<file path="src/rtl/cur_block_buffer.sv">
// ---------------------------------------------------------------------------
// cur_block_buffer
//
// Double-buffered store for the current (reference) block that feeds the
// motion-estimation PE array. The active bank drives the whole block on
// cur_out while the shadow bank is refilled from a valid/ready pixel stream.
// A next_block request swaps the banks once the shadow bank is full. With
// STAGGER=1 the swap is a row-staggered handoff: row r shows the new block
// r cycles after the swap, matching the skew of a systolic array.
//
// Ports:
//   clk         clock
//   rst_n       asynchronous active-low reset
//   cur_in      input beat of IN_PIX pixels, pixel 0 in the LSBs
//   in_valid    cur_in holds a valid beat
//   in_ready    beat is accepted when in_valid & in_ready at the clock edge
//   next_block  single-cycle swap request
//   cur_out     full block, pixel (r,c) at bit offset (r*BLK_W+c)*PIX_W
//   out_valid   cur_out holds a complete block
//   need_cur    shadow bank not yet full
//   handoff     staggered handoff in progress
//   swap_miss   one-cycle pulse: a next_block request was rejected
// ---------------------------------------------------------------------------
module cur_block_buffer #(
    parameter int PIX_W   = 8,
    parameter int BLK_W   = 8,
    parameter int BLK_H   = 8,
    parameter int IN_PIX  = 4,
    parameter int STAGGER = 1
) (
    input  logic                           clk,
    input  logic                           rst_n,
    input  logic [IN_PIX*PIX_W-1:0]        cur_in,
    input  logic                           in_valid,
    output logic                           in_ready,
    input  logic                           next_block,
    output logic [BLK_W*BLK_H*PIX_W-1:0]   cur_out,
    output logic                           out_valid,
    output logic                           need_cur,
    output logic                           handoff,
    output logic                           swap_miss
);

    localparam int NPIX   = BLK_W * BLK_H;
    localparam int BEATS  = NPIX / IN_PIX;
    localparam int BPR    = BLK_W / IN_PIX;
    localparam int WCNT_W = $clog2(BEATS + 1);
    localparam int HS_W   = (BLK_H > 1) ? $clog2(BLK_H) : 1;
    localparam int ROW_W  = BLK_W * PIX_W;

    // A single-row block has nothing to stagger, so it never enters handoff.
    localparam bit DO_HANDOFF = (STAGGER != 0) && (BLK_H > 1);

    typedef enum logic {
        ST_IDLE,
        ST_HANDOFF
    } state_t;

    state_t                  state;
    state_t                  state_next;
    logic [HS_W-1:0]         hs;
    logic [HS_W-1:0]         hs_next;

    logic [NPIX*PIX_W-1:0]   bank0;
    logic [NPIX*PIX_W-1:0]   bank1;
    logic                    act;
    logic [WCNT_W-1:0]       wcnt;

    logic                    full;
    logic                    gate;
    logic                    accept;
    logic                    swap_ok;
    logic                    hs_last;
    logic [NPIX*PIX_W-1:0]   act_bank;
    logic [NPIX*PIX_W-1:0]   old_bank;

    assign full     = (wcnt == WCNT_W'(BEATS));
    assign need_cur = ~full;

    // During handoff the shadow bank still drives every row below hs, so a
    // beat may only land in a row that has already switched to the new bank.
    assign gate     = handoff && ((int'(wcnt) / BPR) > int'(hs));
    assign in_ready = need_cur & ~gate;
    assign accept   = in_valid & in_ready;

    // The request is judged on the registered full flag, so a request in the
    // cycle that accepts the final beat is still rejected.
    assign swap_ok  = next_block & full;
    assign hs_last  = (int'(hs) == BLK_H - 2);

    assign act_bank = act ? bank1 : bank0;
    assign old_bank = act ? bank0 : bank1;

    // Handoff state register.
    always_ff @(posedge clk or negedge rst_n) begin
        if (!rst_n) begin
            state <= ST_IDLE;
            hs    <= '0;
        end else begin
            state <= state_next;
            hs    <= hs_next;
        end
    end

    // Handoff next-state logic: hs walks the row boundary down the block.
    always_comb begin
        state_next = state;
        hs_next    = hs;
        case (state)
            ST_IDLE: begin
                if (swap_ok && DO_HANDOFF) begin
                    state_next = ST_HANDOFF;
                    hs_next    = '0;
                end
            end
            ST_HANDOFF: begin
                if (hs_last) begin
                    state_next = ST_IDLE;
                    hs_next    = '0;
                end else begin
                    hs_next = hs + HS_W'(1);
                end
            end
            default: begin
                state_next = ST_IDLE;
                hs_next    = '0;
            end
        endcase
    end

    // Handoff outputs.
    always_comb begin
        handoff = (state == ST_HANDOFF);
    end

    // Bank storage, write counter and swap bookkeeping.
    always_ff @(posedge clk or negedge rst_n) begin
        if (!rst_n) begin
            bank0     <= '0;
            bank1     <= '0;
            act       <= 1'b0;
            wcnt      <= '0;
            out_valid <= 1'b0;
            swap_miss <= 1'b0;
        end else begin
            swap_miss <= next_block & ~full;

            if (swap_ok) begin
                act       <= ~act;
                out_valid <= 1'b1;
                wcnt      <= '0;
            end else if (accept) begin
                wcnt <= wcnt + WCNT_W'(1);
            end

            // Each pixel slot owns one beat index; only the matching beat
            // writes it, and only into the bank that is not active.
            if (accept) begin
                for (int p = 0; p < NPIX; p++) begin
                    if (WCNT_W'(p / IN_PIX) == wcnt) begin
                        if (act) begin
                            bank0[p*PIX_W +: PIX_W] <= cur_in[(p % IN_PIX)*PIX_W +: PIX_W];
                        end else begin
                            bank1[p*PIX_W +: PIX_W] <= cur_in[(p % IN_PIX)*PIX_W +: PIX_W];
                        end
                    end
                end
            end
        end
    end

    // Output mux: rows past hs keep showing the old bank during handoff.
    always_comb begin
        cur_out = act_bank;
        for (int r = 0; r < BLK_H; r++) begin
            if (handoff && (r > int'(hs))) begin
                cur_out[r*ROW_W +: ROW_W] = old_bank[r*ROW_W +: ROW_W];
            end
        end
    end

endmodule

</file>
<file path="config.mk">
export PLATFORM = sky130hd
export DESIGN_NAME = cur_block_buffer
export DESIGN_NICKNAME = d
export VERILOG_FILES = /design/src/rtl/cur_block_buffer.sv
export SDC_FILE = /design/constraint.sdc
export NUM_CORES = 1
export LEC_CHECK = 0
export ABC_AREA = 1
export CAP_MARGIN = 10
export CORE_UTILIZATION = 30
export CTS_CLUSTER_DIAMETER = 40
export DETAILED_ROUTE_END_ITERATION = 12
export SLEW_MARGIN = 40
export SYNTH_ARGS = -nofsm -noshare
export SYNTH_HDL_FRONTEND = slang
export SYNTH_SLANG_ARGS = --single-unit
</file>
<file path="constraint.sdc">
create_clock -name clk -period 2.7 [get_ports clk]
set_input_delay 0.54 -clock clk [delete_from_list [all_inputs] [get_ports clk]]
set_output_delay 0.54 -clock clk [all_outputs]
set_load 0.005 [all_outputs]
</file>
==> results of run 1 <==
-- cells in the final DEF (no fill, tap or decap), types with 55 or more instances in the layout --
cell type and instances:
clkdlybuf4s50_1 288, nand2_1 1547, dlygate4sd2_1 55, o21ai_0 349, buf_2 121, o21ai_1 104, o21ai_2 59, clkbuf_16 196
buf_4 240, buf_12 139, nand3_1 1029, o21bai_1 1024, inv_1 1041, dfrtp_1 1035
-- stage by stage --
stage | instance area, sq um | power, mW | worst slack (ps)
2_1_floorplan | 54300 | 50.5 | 577
3_3_place_gp | 64500 | 86.3 | -241
3_5_place_dp | 64500 | 86.8 | -254
4_1_cts | 72000 | 115 | -968
5_1_grt | 72400 | 122 | -985
6_report | 72400 | 115 | -912
-- final cells by class --
cell class	instances	area (sq um)	share of cell area
multi-input combinational	4190	22300	0.308
clock inverter	120	1770	0.0245
tap	2355	2950	0.0407
inverter	1061	4010	0.0553
timing repair buffer	975	10400	0.143
antenna	3	7.51	0.000104
sequential	1036	25900	0.358
clock buffer	229	5090	0.0703
-- cells in the mapped netlist, types with 3 or more instances --
library cell	count
buf_1	108
buf_2	237
buf_4	3
clkbuf_1	294
dfrtp_1	1036
ha_1	9
inv_1	1043
inv_2	18
nand2_1	1560
nand3_1	1029
nor2_1	30
o21ai_0	466
o21ai_1	50
o21bai_1	1024
xor2_1	9
-- cell families (layout without fill, tap and decap cells) --
group,count (synthesis),count (layout)
flip-flops,1036,1036
AO/OA/AOI/OAI,1546,1546
other,0,3
XOR/XNOR,9,9
buffers and inverters,1703,2385
AND/OR/NAND/NOR,2626,2626
adder cells (fa/ha/maj),9,9
-- worst min path at each step --
stage                                      from                     end  slack, ps  depth (start not counted)
after floorplan                           rst_n         act$_DFFE_PN0P_        240                          0
after global placement    out_valid$_DFFE_PN0P_   out_valid$_DFFE_PN0P_        450                          2
after detailed placement  out_valid$_DFFE_PN0P_   out_valid$_DFFE_PN0P_        470                          2
after CTS                            cur_in[30]  bank0[510]$_DFFE_PN0P_        140                          3
after global routing                 cur_in[30]  bank0[510]$_DFFE_PN0P_        170                          3
final                                cur_in[30]  bank0[510]$_DFFE_PN0P_        230                          3
-- state kept, by name, indices dropped and copies added (netlist names) --
name / flops
handoff: 1
out_valid: 1
hs: 3
bank0: 512
bank1: 512
wcnt: 5
swap_miss: 1
act: 1
-- tightest hold or removal path, cell delays in order --
cell and delay [ps]:
buf_2 260, nand3_1 150, nand2_1 50
-- power by group --
group / internal, mW / switching (mW) / leakage [nW]
Clock: 16.5 / 9.02 / 3.30
Sequential: 22.1 / 3.09 / 10.6
Combinational: 30.1 / 34.2 / 20.7
Total: 68.7 / 46.3 / 34.7
-- what timing repair did --
| item | 4_1_cts | 5_1_grt |
|---|---|---|
| gates cloned | 12 | 7 |
| hold buffers | 2 | 0 |
| pin swaps | 2 | 5 |
| endpoints found under the hold margin | 14 | 0 |
| endpoints found under the setup margin | 514 | 533 |
| setup buffers | 27 | 29 |
| resized for setup | 370 | 384 |
-- layer usage --
layer  vias up  GRT usage  routed length [microns]
met2      2001      0.373                   104000
met1     24400      0.302                    89100
met5         -          0                        0
met4         0      0.132                    12700
met3       491     0.0409                    14300
li1      23000          -                        -
==> results by group, run 1 <==
Route
  • Routed Antenna Nets: 0
  • DRC viols: 0
  • TritonRoute pass-1 iters: 5
  • Average wire per standard cell: 22.0 microns
  • Final WL: between 200,000 and 250,000 microns
  • Initial DRC Count: 4,859
  • Vias: 49,900
  • Vias/cell: 5.01

Synth
  • Post-synth top flop: dfrtp_1
  • Yosys warnings: 0
  • Top cells by area, synth: dfrtp_1 48%, o21bai_1 14%, nand2_1 11%, nand3_1 9.5%, inv_1 7.2%
  • Mapped cell area: 54,300 sq um
  • Yosys reg bits: roughly 1,000
  • Synth Area in XOR/XNOR: 0.00145
  • Multiplexer share of the synthesized area: 0
  • Post-synth EDFFs: 0
  • Syn_area_per_cell: around 8 sq um
  • Post-synthesis compound-gate area fraction: 0.190
  • Sequential area share after synthesis: 0.477
  • Adder-cell share of the synthesized area: 0.00207
  • Syn_nets: around 7,000
  • Largest family of logic cells by synthesized area: simple AND/OR/NAND/NOR gates
  • Mapped Cells: ~6,900
  • Synth area leader: dfrtp_1
  • Area share of the largest cell type after synthesis: 0.477
  • Simple-Gate Fraction of Synth Area: 0.206
  • Asr flop ratio synth: 1.00
  • Count of different cell masters after synthesis: 24

Clock tree
  • Sink Count: 1,036
  • Num CTS Buffers: 188
  • H-tree Lvls: 4
  • Skew-Pair Late Insertion Delay: between 800 and 900 ps
  • CTS Buffer Depth: 3
  • Reg clk slew, reported paths: 50 ps
  • Root Driver: clkbuf_16
  • CTS tree: done

Worst setup path
  • WP data arrival: 3070 ps
  • Slowest CP cell: clkdlybuf4s50_1
  • Crit path capture: cur_out[180]
  • R2R depth: 12
  • Kind of cell adding the most delay to the critical path: buffers and inverters
  • Maximum net fanout on the critical path: 28
  • CP endpoint kind: output pin
  • Worst Setup Start Kind: register
  • Worst path bufs/invs: 3
  • FF-to-FF setup slack: roughly 100 ps
  • Reg2reg start: hs[2]$_DFFE_PN0P_
  • Largest stage delay on the critical path: 630 ps
  • Critical path cell sequence: buf_6 -> xor2_4 -> buf_12 -> o21ai_0 -> clkdlybuf4s50_1
  • Crit path from: act$_DFFE_PN0P_
  • WS Path Type: register to output pin
  • Critical Path RT: 2160 ps
  • Critical Path Stages: 5
  • Worst R2R End: bank0[201]$_DFFE_PN0P_

Global routing
  • Grt ovf: 0
  • GR Util All Layers: 0.235
  • Initial antenna violation count: 5
  • Vias in the first global route: 48,000
  • Largest net degree at the start of global routing: ~110
  • First-pass GRT wire length: between 300,000 and 400,000 microns

Final layout
  • Fillers: 17,700
  • Post-layout nets: roughly 7,500
  • Final core utilization: 0.404
  • Share of layout cells above drive strength 1: 0.135
  • Cell Count, Final, Fillers Out: between 9,000 and 10,000
  • P&R area growth vs syn: 33.3%

Timing
  • Slew Viols, Final: 0
  • Hold Vio Cnt, Final: 0
  • Final setup margin: -912 ps
  • Slew HR: 0.489
  • Upper clock frequency limit: 277 MHz
  • Setup Skew: 56.4 ps
  • Worst Hold Margin: 228 ps
  • Tcrit/Tclk final: 1.34
  • RSZ-0062 raised after global routing: true
  • TNS Setup: -295,250 ps
  • Final setup violation count: ~510
  • Slew @ Worst Pin: ~770 ps
  • Clock period minus worst slack: 3610 ps

Place
  • GP Congestion: approximately 0.83
  • Placed Instances: roughly 9,600
  • Detail Placement HPWL: between 100,000 and 150,000 microns
  • Port Buffers: ~550

Floorplanning
  • Initial Utilization: 0.303
  • Row cnt: roughly 160
  • Die Area: between 150,000 and 200,000 sq um
  • Core area: 179,000 sq um
  • Die W: about 430 microns
  • # IOs: 553
  • Chip height: 427 microns

Power
  • Pwr/cell area: 1590 nW/um^2
  • Worst IR drop on VDD: just under 0.001 V
  • Leak: approximately 35 nW

Run
  • Max Cap Viol: 0

Hold path
  • Min-Delay Path Class: primary input to register

Status
  • Failing checks: negative setup slack
  • Run status: complete, but fails checks
(Power assumes the default switching activity.)
==> inputs of run 2 (changes only) <==
--- a/config.mk
+++ b/config.mk
@@ -7,7 +7,7 @@
 export LEC_CHECK = 0
 export ABC_AREA = 1
 export CAP_MARGIN = 10
-export CORE_UTILIZATION = 30
+export CORE_UTILIZATION = 40
 export CTS_CLUSTER_DIAMETER = 40
 export DETAILED_ROUTE_END_ITERATION = 12
 export SLEW_MARGIN = 40
==> results by group, run 2 (synthesis results as in run 1) <==
Route
  • Average wire per standard cell: between 20 and 25 microns
  • Vias/cell: 5.33
  • DRC viols: 0
  • Initial DRC Count: around 5,000
  • TritonRoute pass-1 iters: 5
  • Routed Antenna Nets: 0
  • Final WL: 211,000 microns
  • Vias: 50,000

Status
  • Failing checks: negative setup slack
  • Run status: complete, but fails checks

Final layout
  • P&R area growth vs syn: 32.2%
  • Share of layout cells above drive strength 1: 0.145
  • Commonest non-fill, non-tap cell in the layout: nand2_1
  • Final core utilization: 0.535
  • Post-layout nets: around 7,500
  • Fillers: roughly 12,000
  • Area occupied by registers: 25,900 sq um
  • Area occupied by multi-input gates: between 20,000 and 25,000 sq um
  • Regs by FF count: bank0: 512 flops, bank1: 512 flops, wcnt: 5 flops
  • Post-route cell area: roughly 70,000 sq um
  • Most frequent cells in the layout: 1,528 x nand2_1, 1,041 x inv_1, 1,035 x dfrtp_1, 1,029 x nand3_1, 1,024 x o21bai_1
  • Cell Count, Final, Fillers Out: between 9,000 and 10,000

Timing
  • Hold Vio Cnt, Final: 0
  • Slew @ Worst Pin: between 800 and 900 ps
  • Final setup margin: -897 ps
  • Slew HR: 0.436
  • Upper clock frequency limit: ~280 MHz
  • Final setup violation count: roughly 580
  • Slew Viols, Final: 0
  • Tcrit/Tclk final: 1.33
  • TNS Setup: -317,640 ps
  • Clock period minus worst slack: around 3600 ps
  • Setup Skew: about 38 ps
  • RSZ-0062 raised after global routing: true

Global routing
  • Largest net degree at the start of global routing: 95
  • First-pass GRT wire length: 312,000 microns
  • Initial antenna violation count: 2
  • GR Util All Layers: 0.300
  • Vias in the first global route: 47,400
  • Grt ovf: 0

Floorplanning
  • Die Area: about 140,000 sq um
  • Initial Utilization: 0.405
  • Die W: 370 microns
  • # IOs: roughly 550
  • Chip height: between 300 and 400 microns
  • Core area: between 100,000 and 150,000 sq um
  • Row cnt: approximately 130

Worst setup path
  • WP data arrival: just over 3000 ps
  • WS Path Type: register to output pin
  • Largest stage delay on the critical path: approximately 530 ps
  • Slowest CP cell: clkdlybuf4s50_1
  • Maximum net fanout on the critical path: 25
  • Worst Setup Start Kind: register
  • Critical Path RT: between 2000 and 2500 ps
  • CP endpoint kind: output pin
  • Critical path cell sequence: inv_2 -> nand2_4 -> buf_6 -> xor2_4 -> a21oi_4 -> buf_12 -> bufbuf_16 -> o21ai_4 -> clkdlybuf4s50_1

Place
  • GP Congestion: 0.867
  • Detail Placement HPWL: between 100,000 and 150,000 microns
  • Placed Instances: between 8,000 and 9,000
  • Port Buffers: roughly 550
  • Area post-placement: 64,000 sq um

Run
  • Max Cap Viol: 0

Clock tree
  • CTS tree: done
  • Root Driver: clkbuf_16
  • CTS Buffer Depth: 3
  • Skew-Pair Late Insertion Delay: between 800 and 900 ps
  • Num CTS Buffers: 170
  • Sink Count: 1,036
  • Reg clk slew, reported paths: roughly 50 ps
  • H-tree Lvls: 4

Power
  • Pwr/cell area: approximately 1600 nW/um^2
  • Leak: between 30 and 40 nW
  • Worst IR drop on VDD: around 0.00091 V

Hold path
  • Min-Delay Path Class: primary input to register
-- run 2: cell count changes in the layout (fill, tap and decap cells not counted), moves of 18 or more --
cell | previous run | this run
clkbuf_16 | 196 | 178
clkdlybuf4s50_1 | 288 | 319
dlymetal6s2s_1 | 53 | 31
nand2_1 | 1547 | 1528
o21ai_0 | 349 | 321
o21ai_4 | 4 | 33
-- run 2: per-layer routing --
metal  vias to the layer above  GRT usage  wire length (microns)
li1                      23100          -                      -
met1                     24400      0.413                  88900
met2                      2029      0.464                  97400
met3                       437     0.0513                  15100
met4                         0      0.129                   9480
met5                         -          0                      0
-- run 2: final timing paths --
path	to	slack [ps]	cells after the start	start
hold / removal	bank0[89]$_DFFE_PN0P_	260	3	cur_in[25]
setup reg to reg	bank0[331]$_DFFE_PN0P_	-90	13	hs[2]$_DFFE_PN0P_
max in group asynchronous	bank0[365]$_DFFE_PN0P_	1400	4	rst_n
min in group asynchronous	bank0[268]$_DFFE_PN0P_	290	2	rst_n
hold reg to reg	out_valid$_DFFE_PN0P_	470	2	out_valid$_DFFE_PN0P_
setup / recovery	cur_out[91]	-900	9	hs[2]$_DFFE_PN0P_
-- run 2: repair_timing --
action	CTS	global route
gates resized for setup	628	267
pin swaps	16	4
endpoints found under the setup margin	514	982
hold buffers	1	0
cloned	16	10
buffers inserted	38	16
hold endpoints to repair	20	0
-- run 2: metrics by stage --
| step | setup WS [ps] | total power [mW] | hold slack (ps) |
|---|---|---|---|
| 2_1_floorplan | 577 | 50.5 | 244 |
| 3_3_place_gp | -403 | 85.9 | 452 |
| 3_5_place_dp | -362 | 86.3 | 458 |
| 4_1_cts | -929 | 114 | 199 |
| 5_1_grt | -972 | 122 | 226 |
| 6_report | -897 | 115 | 265 |
-- run 2: report_power, final --
part | total, mW | switching [mW] | internal [mW]
logic | 67.4 | 35.4 | 32.0
registers | 25.1 | 3.05 | 22.1
clock network | 22.8 | 8.68 | 14.2
total | 115 | 47.1 | 68.2
-- run 2: final cells by class --
class,instances,share of cell area
clock inverter,114,0.0200
antenna,1,0.0000349
inverter,1061,0.0556
sequential,1036,0.361
timing repair buffer,1009,0.152
clock buffer,200,0.0638
tap,1768,0.0308
multi-input combinational,4190,0.317
-- run 2: critical path, delay by kind of cell (launching register included) --
| family | cells | cell delay, ps |
|---|---|---|
| buffers and inverters | 5 | 1270 |
| DFF | 1 | 410 |
| AOI/OAI and AO/OA | 2 | 280 |
| xor gates and xnor gates | 1 | 190 |
| and+or+nand+nor | 1 | 80 |
